### src/rtl/pig_tracker_multi.sv
// Player-position tracker with NUM_ITEMS grow/shrink collectibles, field clamping,
// size growth, saturating score and an IDLE/RUN/OVER game state machine.
module pig_tracker_multi #(
  parameter int COORD_W    = 11,
  parameter int NUM_ITEMS  = 4,
  parameter int SCORE_W    = 8,
  parameter int STEP       = 4,
  parameter int BASE_SIZE  = 16,
  parameter int GROWTH     = 8,
  parameter int SHRINK     = 8,
  parameter int MAX_GROWTH = 64,
  parameter int MIN_X      = 0,
  parameter int MAX_X      = 639,
  parameter int MIN_Y      = 0,
  parameter int MAX_Y      = 479,
  parameter int START_X    = 312,
  parameter int START_Y    = 232
) (
  input  logic                                                clk,
  input  logic                                                rst_n,
  input  logic                                                start,
  input  logic                                                game_over,
  input  logic                                                move_tick,
  input  logic                                                up,
  input  logic                                                down,
  input  logic                                                left,
  input  logic                                                right,
  input  logic [NUM_ITEMS-1:0]                                item_valid,
  input  logic [NUM_ITEMS-1:0]                                item_shrink,
  input  logic [NUM_ITEMS*COORD_W-1:0]                        item_x,
  input  logic [NUM_ITEMS*COORD_W-1:0]                        item_y,
  input  logic [COORD_W-1:0]                                  item_size,
  output logic [COORD_W-1:0]                                  pos_x,
  output logic [COORD_W-1:0]                                  pos_y,
  output logic [COORD_W-1:0]                                  pos_x_end,
  output logic [COORD_W-1:0]                                  pos_y_end,
  output logic [COORD_W-1:0]                                  growth,
  output logic [SCORE_W-1:0]                                  score,
  output logic                                                hit,
  output logic [((NUM_ITEMS > 1) ? $clog2(NUM_ITEMS) : 1)-1:0] hit_idx,
  output logic [1:0]                                          state
);

  localparam int IDX_W = (NUM_ITEMS > 1) ? $clog2(NUM_ITEMS) : 1;

  typedef logic signed [COORD_W-1:0] coord_t;
  typedef enum logic [1:0] {IDLE = 2'b00, RUN = 2'b01, OVER = 2'b10} state_t;

  localparam coord_t STEP_C   = coord_t'(STEP);
  localparam coord_t BASE_C   = coord_t'(BASE_SIZE);
  localparam coord_t GROWTH_C = coord_t'(GROWTH);
  localparam coord_t SHRINK_C = coord_t'(SHRINK);
  localparam coord_t MAXG_C   = coord_t'(MAX_GROWTH);
  localparam coord_t MIN_XC   = coord_t'(MIN_X);
  localparam coord_t MAX_XC   = coord_t'(MAX_X);
  localparam coord_t MIN_YC   = coord_t'(MIN_Y);
  localparam coord_t MAX_YC   = coord_t'(MAX_Y);
  localparam coord_t START_XC = coord_t'(START_X);
  localparam coord_t START_YC = coord_t'(START_Y);

  state_t             st;
  coord_t             px, py, gr;
  logic [SCORE_W-1:0] sc;
  logic               d_up, d_dn, d_lf, d_rt;

  logic               mv_any, mv_vert, mv_back;
  coord_t             cx, cy, size, isz;
  logic               in_field, found, shrink;
  logic [IDX_W-1:0]   fidx;
  coord_t             ng, delta, hx, hy, lim_x, lim_y;

  // Candidate step, field check and lowest-index overlap search
  always_comb begin
    coord_t ix, iy;
    mv_any  = d_up | d_dn | d_lf | d_rt;
    mv_vert = d_up | d_dn;
    mv_back = d_up | (d_lf & ~d_dn & ~d_rt);
    cx      = px;
    cy      = py;
    if (d_up)      cy = py - STEP_C;
    else if (d_dn) cy = py + STEP_C;
    else if (d_rt) cx = px + STEP_C;
    else if (d_lf) cx = px - STEP_C;
    size     = BASE_C + gr;
    isz      = $signed(item_size);
    in_field = (cx >= MIN_XC) && (cy >= MIN_YC) &&
               (cx + size <= MAX_XC) && (cy + size <= MAX_YC);
    found = 1'b0;
    fidx  = '0;
    ix    = '0;
    iy    = '0;
    for (int unsigned i = 0; i < NUM_ITEMS; i++) begin
      ix = $signed(item_x[i*COORD_W +: COORD_W]);
      iy = $signed(item_y[i*COORD_W +: COORD_W]);
      if (!found && item_valid[i] &&
          (cx > ix - size) && (cx < ix + isz) &&
          (cy > iy - size) && (cy < iy + isz)) begin
        found = 1'b1;
        fidx  = IDX_W'(i);
      end
    end
  end

  // Hit outcome: recentre by half the real growth delta, then clamp into the field
  always_comb begin
    shrink = item_shrink[fidx];
    hx     = cx;
    hy     = cy;
    if (shrink) begin
      ng    = (gr >= SHRINK_C) ? gr - SHRINK_C : '0;
      delta = gr - ng;
      if (mv_vert) hx = cx + (delta >>> 1);
      else         hy = cy + (delta >>> 1);
    end else begin
      ng    = (gr + GROWTH_C > MAXG_C) ? MAXG_C : gr + GROWTH_C;
      delta = ng - gr;
      if (mv_vert) hx = cx - (delta >>> 1);
      else         hy = cy - (delta >>> 1);
      if (mv_back) begin
        if (mv_vert) hy = hy - delta;
        else         hx = hx - delta;
      end
    end
    lim_x = MAX_XC - BASE_C - ng;
    lim_y = MAX_YC - BASE_C - ng;
    if (hx < MIN_XC)     hx = MIN_XC;
    else if (hx > lim_x) hx = lim_x;
    if (hy < MIN_YC)     hy = MIN_YC;
    else if (hy > lim_y) hy = lim_y;
  end

  always_ff @(posedge clk or negedge rst_n) begin
    if (!rst_n) begin
      st      <= IDLE;
      px      <= START_XC;
      py      <= START_YC;
      gr      <= '0;
      sc      <= '0;
      hit     <= 1'b0;
      hit_idx <= '0;
      d_up    <= 1'b0;
      d_dn    <= 1'b0;
      d_lf    <= 1'b0;
      d_rt    <= 1'b0;
    end else begin
      d_up <= up;
      d_dn <= down;
      d_lf <= left;
      d_rt <= right;
      hit  <= 1'b0;
      case (st)
        IDLE, OVER: begin
          if (start) begin
            st <= RUN;
            px <= START_XC;
            py <= START_YC;
            gr <= '0;
            sc <= '0;
          end
        end
        RUN: begin
          if (game_over) begin
            st <= OVER;
          end else if (move_tick && mv_any && in_field) begin
            if (found) begin
              px      <= hx;
              py      <= hy;
              gr      <= ng;
              hit     <= 1'b1;
              hit_idx <= fidx;
              if (!shrink && sc != '1) sc <= sc + 1'b1;
            end else begin
              px <= cx;
              py <= cy;
            end
          end
        end
        default: st <= IDLE;
      endcase
    end
  end

  assign pos_x     = px;
  assign pos_y     = py;
  assign pos_x_end = px + BASE_C + gr;
  assign pos_y_end = py + BASE_C + gr;
  assign growth    = gr;
  assign score     = sc;
  assign state     = st;

endmodule
### config.mk
export PLATFORM = sky130hd
export DESIGN_NAME = pig_tracker_multi
export DESIGN_NICKNAME = d
export VERILOG_FILES = /design/src/rtl/pig_tracker_multi.sv
export SDC_FILE = /design/constraint.sdc
export NUM_CORES = 1
export LEC_CHECK = 0
export CORE_UTILIZATION = 65
export CTS_BUF_LIST = sky130_fd_sc_hd__clkbuf_4 sky130_fd_sc_hd__clkbuf_8
export DETAILED_ROUTE_END_ITERATION = 10
export GPL_TIMING_DRIVEN = 1
export HOLD_SLACK_MARGIN = 0.02
export PLACE_DENSITY = 0.89
export SKIP_CTS_REPAIR_TIMING = 1
export SYNTH_ARGS = -nofsm -noshare
export SYNTH_HDL_FRONTEND = slang
export SYNTH_SLANG_ARGS = --single-unit
### constraint.sdc
create_clock -name clk -period 14.9 [get_ports clk]
set_input_delay 2.98 -clock clk [delete_from_list [all_inputs] [get_ports clk]]
set_output_delay 2.98 -clock clk [all_outputs]
set_load 0.1 [all_outputs]
==> out/summary.log <==
[power] cell leakage power 10.5 nW
[setup_path] critical path's most frequent cell sky130_fd_sc_hd__o21a_1
[placed_design] Placer Congestion 1.08
[flow_run] Max-cap violations 0
[grt] number of global-route vias before repair 22400
[grt] number of antenna violations at the first check in global routing 4
[sta] setup TNS 0 ns
[routing] total vias in the final route 22100
[placed_design] Cell Count Post-Placement 3183
[routing] DRC violation count after routing 12
[routing] WL per Instance 24.6 um
[setup_path] endpoint type of the worst setup path flop
[power] power density over the cells 158 mW/mm2
[synthesis] cell with the most instances after synthesis sky130_fd_sc_hd__ha_1
[cts] clock buffers created by TritonCTS 5
[sta] final hold viol count 0
[routing] iteration-0 DRC count of the detailed router 2153
[cts] clock tree buffer depth 2
[sta] RSZ-0062 raised after global routing no
[sta] crit path time final 12.64 ns
[synthesis] number of standard cells after synthesis 2626
[run_status] violated checks DRC
[placed_design] Placement Setup Slack 2.16 ns
[sta] Tcrit/Tclk final 84.8%
[synthesis] commonest register cell after synthesis sky130_fd_sc_hd__dfrtp_1
[die] Die Wd 180 um
[setup_path] category of the most critical setup path input port to flop
[grt] global-route wire length before repair 121000 um
[synthesis] cell type with the highest aggregate area in the netlist sky130_fd_sc_hd__ha_1
[die] placement row count 64
[synthesis] Synth top area share 26.5%
[layout] proportion of layout cells with a drive suffix above 1 4.76%
[sta] actual slew at the worst max-slew pin 1.28 ns
[routing] sum of routed wire length over all layers 78700 um
[min_path] worst min-delay path category flop to flop
[setup_path] delay of the slowest cell on the worst path 1.10 ns
[synthesis] sequential share of the synthesized area 6.15%
[placed_design] post-placement cell area 0.0230 mm2
[sta] count of final setup violators 0
[synthesis] Async S/R FF share, synth 100%
[layout] layout overhead on the synthesized area 12.6%
[synthesis] most frequent cells after synthesis sky130_fd_sc_hd__ha_1 (434), sky130_fd_sc_hd__xnor2_1 (237), sky130_fd_sc_hd__a21oi_1 (214)
[synthesis] total nets after synthesis 3202
[synthesis] mean instance size in the synthesized netlist 7.81 um2
[synthesis] number of distinct library cells after synthesis 105
[layout] cell area after layout 0.0231 mm2
[sta] Max Clk Rate 0.0791 GHz
[die] area of the placeable core 0.0308 mm2
[setup_path] Data arrival, critical path 12.89 ns
[synthesis] summed instance area of the synthesized netlist 0.0205 mm2
[die] vertical die dimension 180 um
[layout] count of non-filler cells in the finished layout 3194
[die] area enclosed by the die boundary 0.0323 mm2
[sta] max-slew violation count 0
[sta] worst max-slew margin expressed relative to the limit 13.4%
[setup_path] crit-path max FO 35
[sta] worst path setup slack after routing 2.26 ns
[run_status] result of the run finished, violations left
[setup_path] Startpoint Class input port
[placed_design] post-detailed-placement half-perimeter wirelength 61600 um
[layout] net total in the final layout 3370
[routing] Final ANT Viol Nets 0
[power] largest voltage drop on the vdd net 0.182 mV
[cts] clock latency on the worst-skew pair 0.32 ns
[die] Initial Utilization 66.5%
[routing] number of iterations in the first detailed-routing pass 9
[synthesis] count of synthesis-stage warnings from yosys 0
[sta] Clock Skew 0.00448 ns
[placed_design] Buffers on Ports 183
[cts] clock slew at reported path FFs 0.10 ns
[synthesis] biggest area contributors in the synthesized netlist sky130_fd_sc_hd__ha_1 (26%), sky130_fd_sc_hd__xnor2_1 (10%), sky130_fd_sc_hd__a21oi_1 (5.2%)
[setup_path] cell with the largest stage delay on the worst path sky130_fd_sc_hd__clkdlybuf4s50_1
[synthesis] flop and latch count out of synthesis 50
[synthesis] number of flops mapped to enable cells by yosys 0
[cts] total number of clock tree sinks 50
[routing] number of vias per cell after detailed routing 6.93
[grt] largest net degree at the start of global routing 51
[cts] root buffer cell sky130_fd_sc_hd__clkbuf_8
[die] IO Count 184
[setup_path] Required @ worst endpoint 15.15 ns
[grt] All-Layer GR Usage 47.8%
[cts] H-tree levels 2
[grt] GRT Residual Overflow 0
[cts] clock tree from TritonCTS built
## through the flow
stage                     hold slack, ns  total power, mW  utilization, %
after floorplan                    0.838             2.53               -
after global routing               0.631             3.90            74.9
after global placement             0.560             3.32            74.5
after detailed placement           0.579             3.43            74.5
after CTS                          0.597             3.55            74.9
final                              0.608             3.65            74.9
## layout by cell type (no fill, tap or decap), types with 32 or more instances in the layout
cell type	netlist	routed
sky130_fd_sc_hd__xnor2_1	237	233
sky130_fd_sc_hd__xor2_1	65	62
sky130_fd_sc_hd__maj3_1	49	49
sky130_fd_sc_hd__o21bai_1	57	57
sky130_fd_sc_hd__nor3_1	56	56
sky130_fd_sc_hd__nor2_1	162	161
sky130_fd_sc_hd__ha_1	434	434
sky130_fd_sc_hd__mux2i_1	35	35
sky130_fd_sc_hd__a21o_1	95	95
sky130_fd_sc_hd__buf_4	3	54
sky130_fd_sc_hd__o21ai_0	150	150
sky130_fd_sc_hd__nand3_1	48	48
sky130_fd_sc_hd__nor2b_1	33	33
sky130_fd_sc_hd__a21oi_1	214	214
sky130_fd_sc_hd__nand2_1	167	167
sky130_fd_sc_hd__inv_1	191	191
sky130_fd_sc_hd__o21a_1	41	41
sky130_fd_sc_hd__dfrtp_1	42	42
sky130_fd_sc_hd__clkdlybuf4s50_1	0	182
sky130_fd_sc_hd__nand4_1	32	32
## path summary, 6_finish.rpt
kind                               from   endpoint  slack [ns]  cells after the start
min in group asynchronous         rst_n       d_up        2.77                      2
setup reg to reg              growth[5]   pos_x[5]        4.03                     35
max in group asynchronous         rst_n  growth[4]       11.64                      2
hold / removal                 score[5]   score[5]        0.61                      2
hold reg to reg                score[5]   score[5]        0.61                      2
setup / recovery           item_size[1]   pos_x[5]        2.26                     37
## state kept, by name, summed over array words and instances, names as in the netlist
register	flops
score	8
d_rt	1
d_lf	1
hit	1
pos_y	11
growth	11
d_dn	1
state	2
d_up	1
pos_x	11
hit_idx	2
## power by group
group,switching [mW],internal (mW),total [mW]
logic,2.12,1.21,3.32
clock network,0.0533,0.0521,0.105
registers,0.0600,0.163,0.223
## worst max-delay path, delay by kind of cell
| family | cells | cell delay (ns) |
|---|---|---|
| compound gates | 24 | 4.94 |
| simple gates | 6 | 1.93 |
| fa+ha+maj | 3 | 1.43 |
| buf+inv | 2 | 1.31 |
| mux | 1 | 0.16 |
| xor+xnor | 1 | 0.10 |
## logic make-up (layout without fill, tap and decap cells)
group | count (synthesis) | count (layout) | synth area share (%)
compound gates | 795 | 795 | 25.5
simple gates | 649 | 649 | 15.8
fa+ha+maj | 509 | 509 | 31.4
xor+xnor | 311 | 311 | 13.8
buf+inv | 270 | 439 | 5.16
flops | 50 | 50 | 6.15
mux | 41 | 41 | 2.05
other cells | 1 | 4 | 0.0183
## cell type report
class                   count  area [um2]
inverters                 194         728
fillers                  2307        7740
well taps                 396         495
clock inverters             2        37.5
clock buffers               6        76.3
repair buffers            237        2230
diodes                      3        7.51
multi-input cells        2306       18200
flip-flops and latches     50        1260
## per-layer routing
layer	global-route usage (%)	vias up	part of all wire, %
met3	8.83	472	10
met4	39.8	4	9.3
met5	0	-	0.032
li1	-	9942	-
met1	54.2	10300	36
met2	78.6	1381	44
No activity file was read; power rests on OpenSTA's default activity.
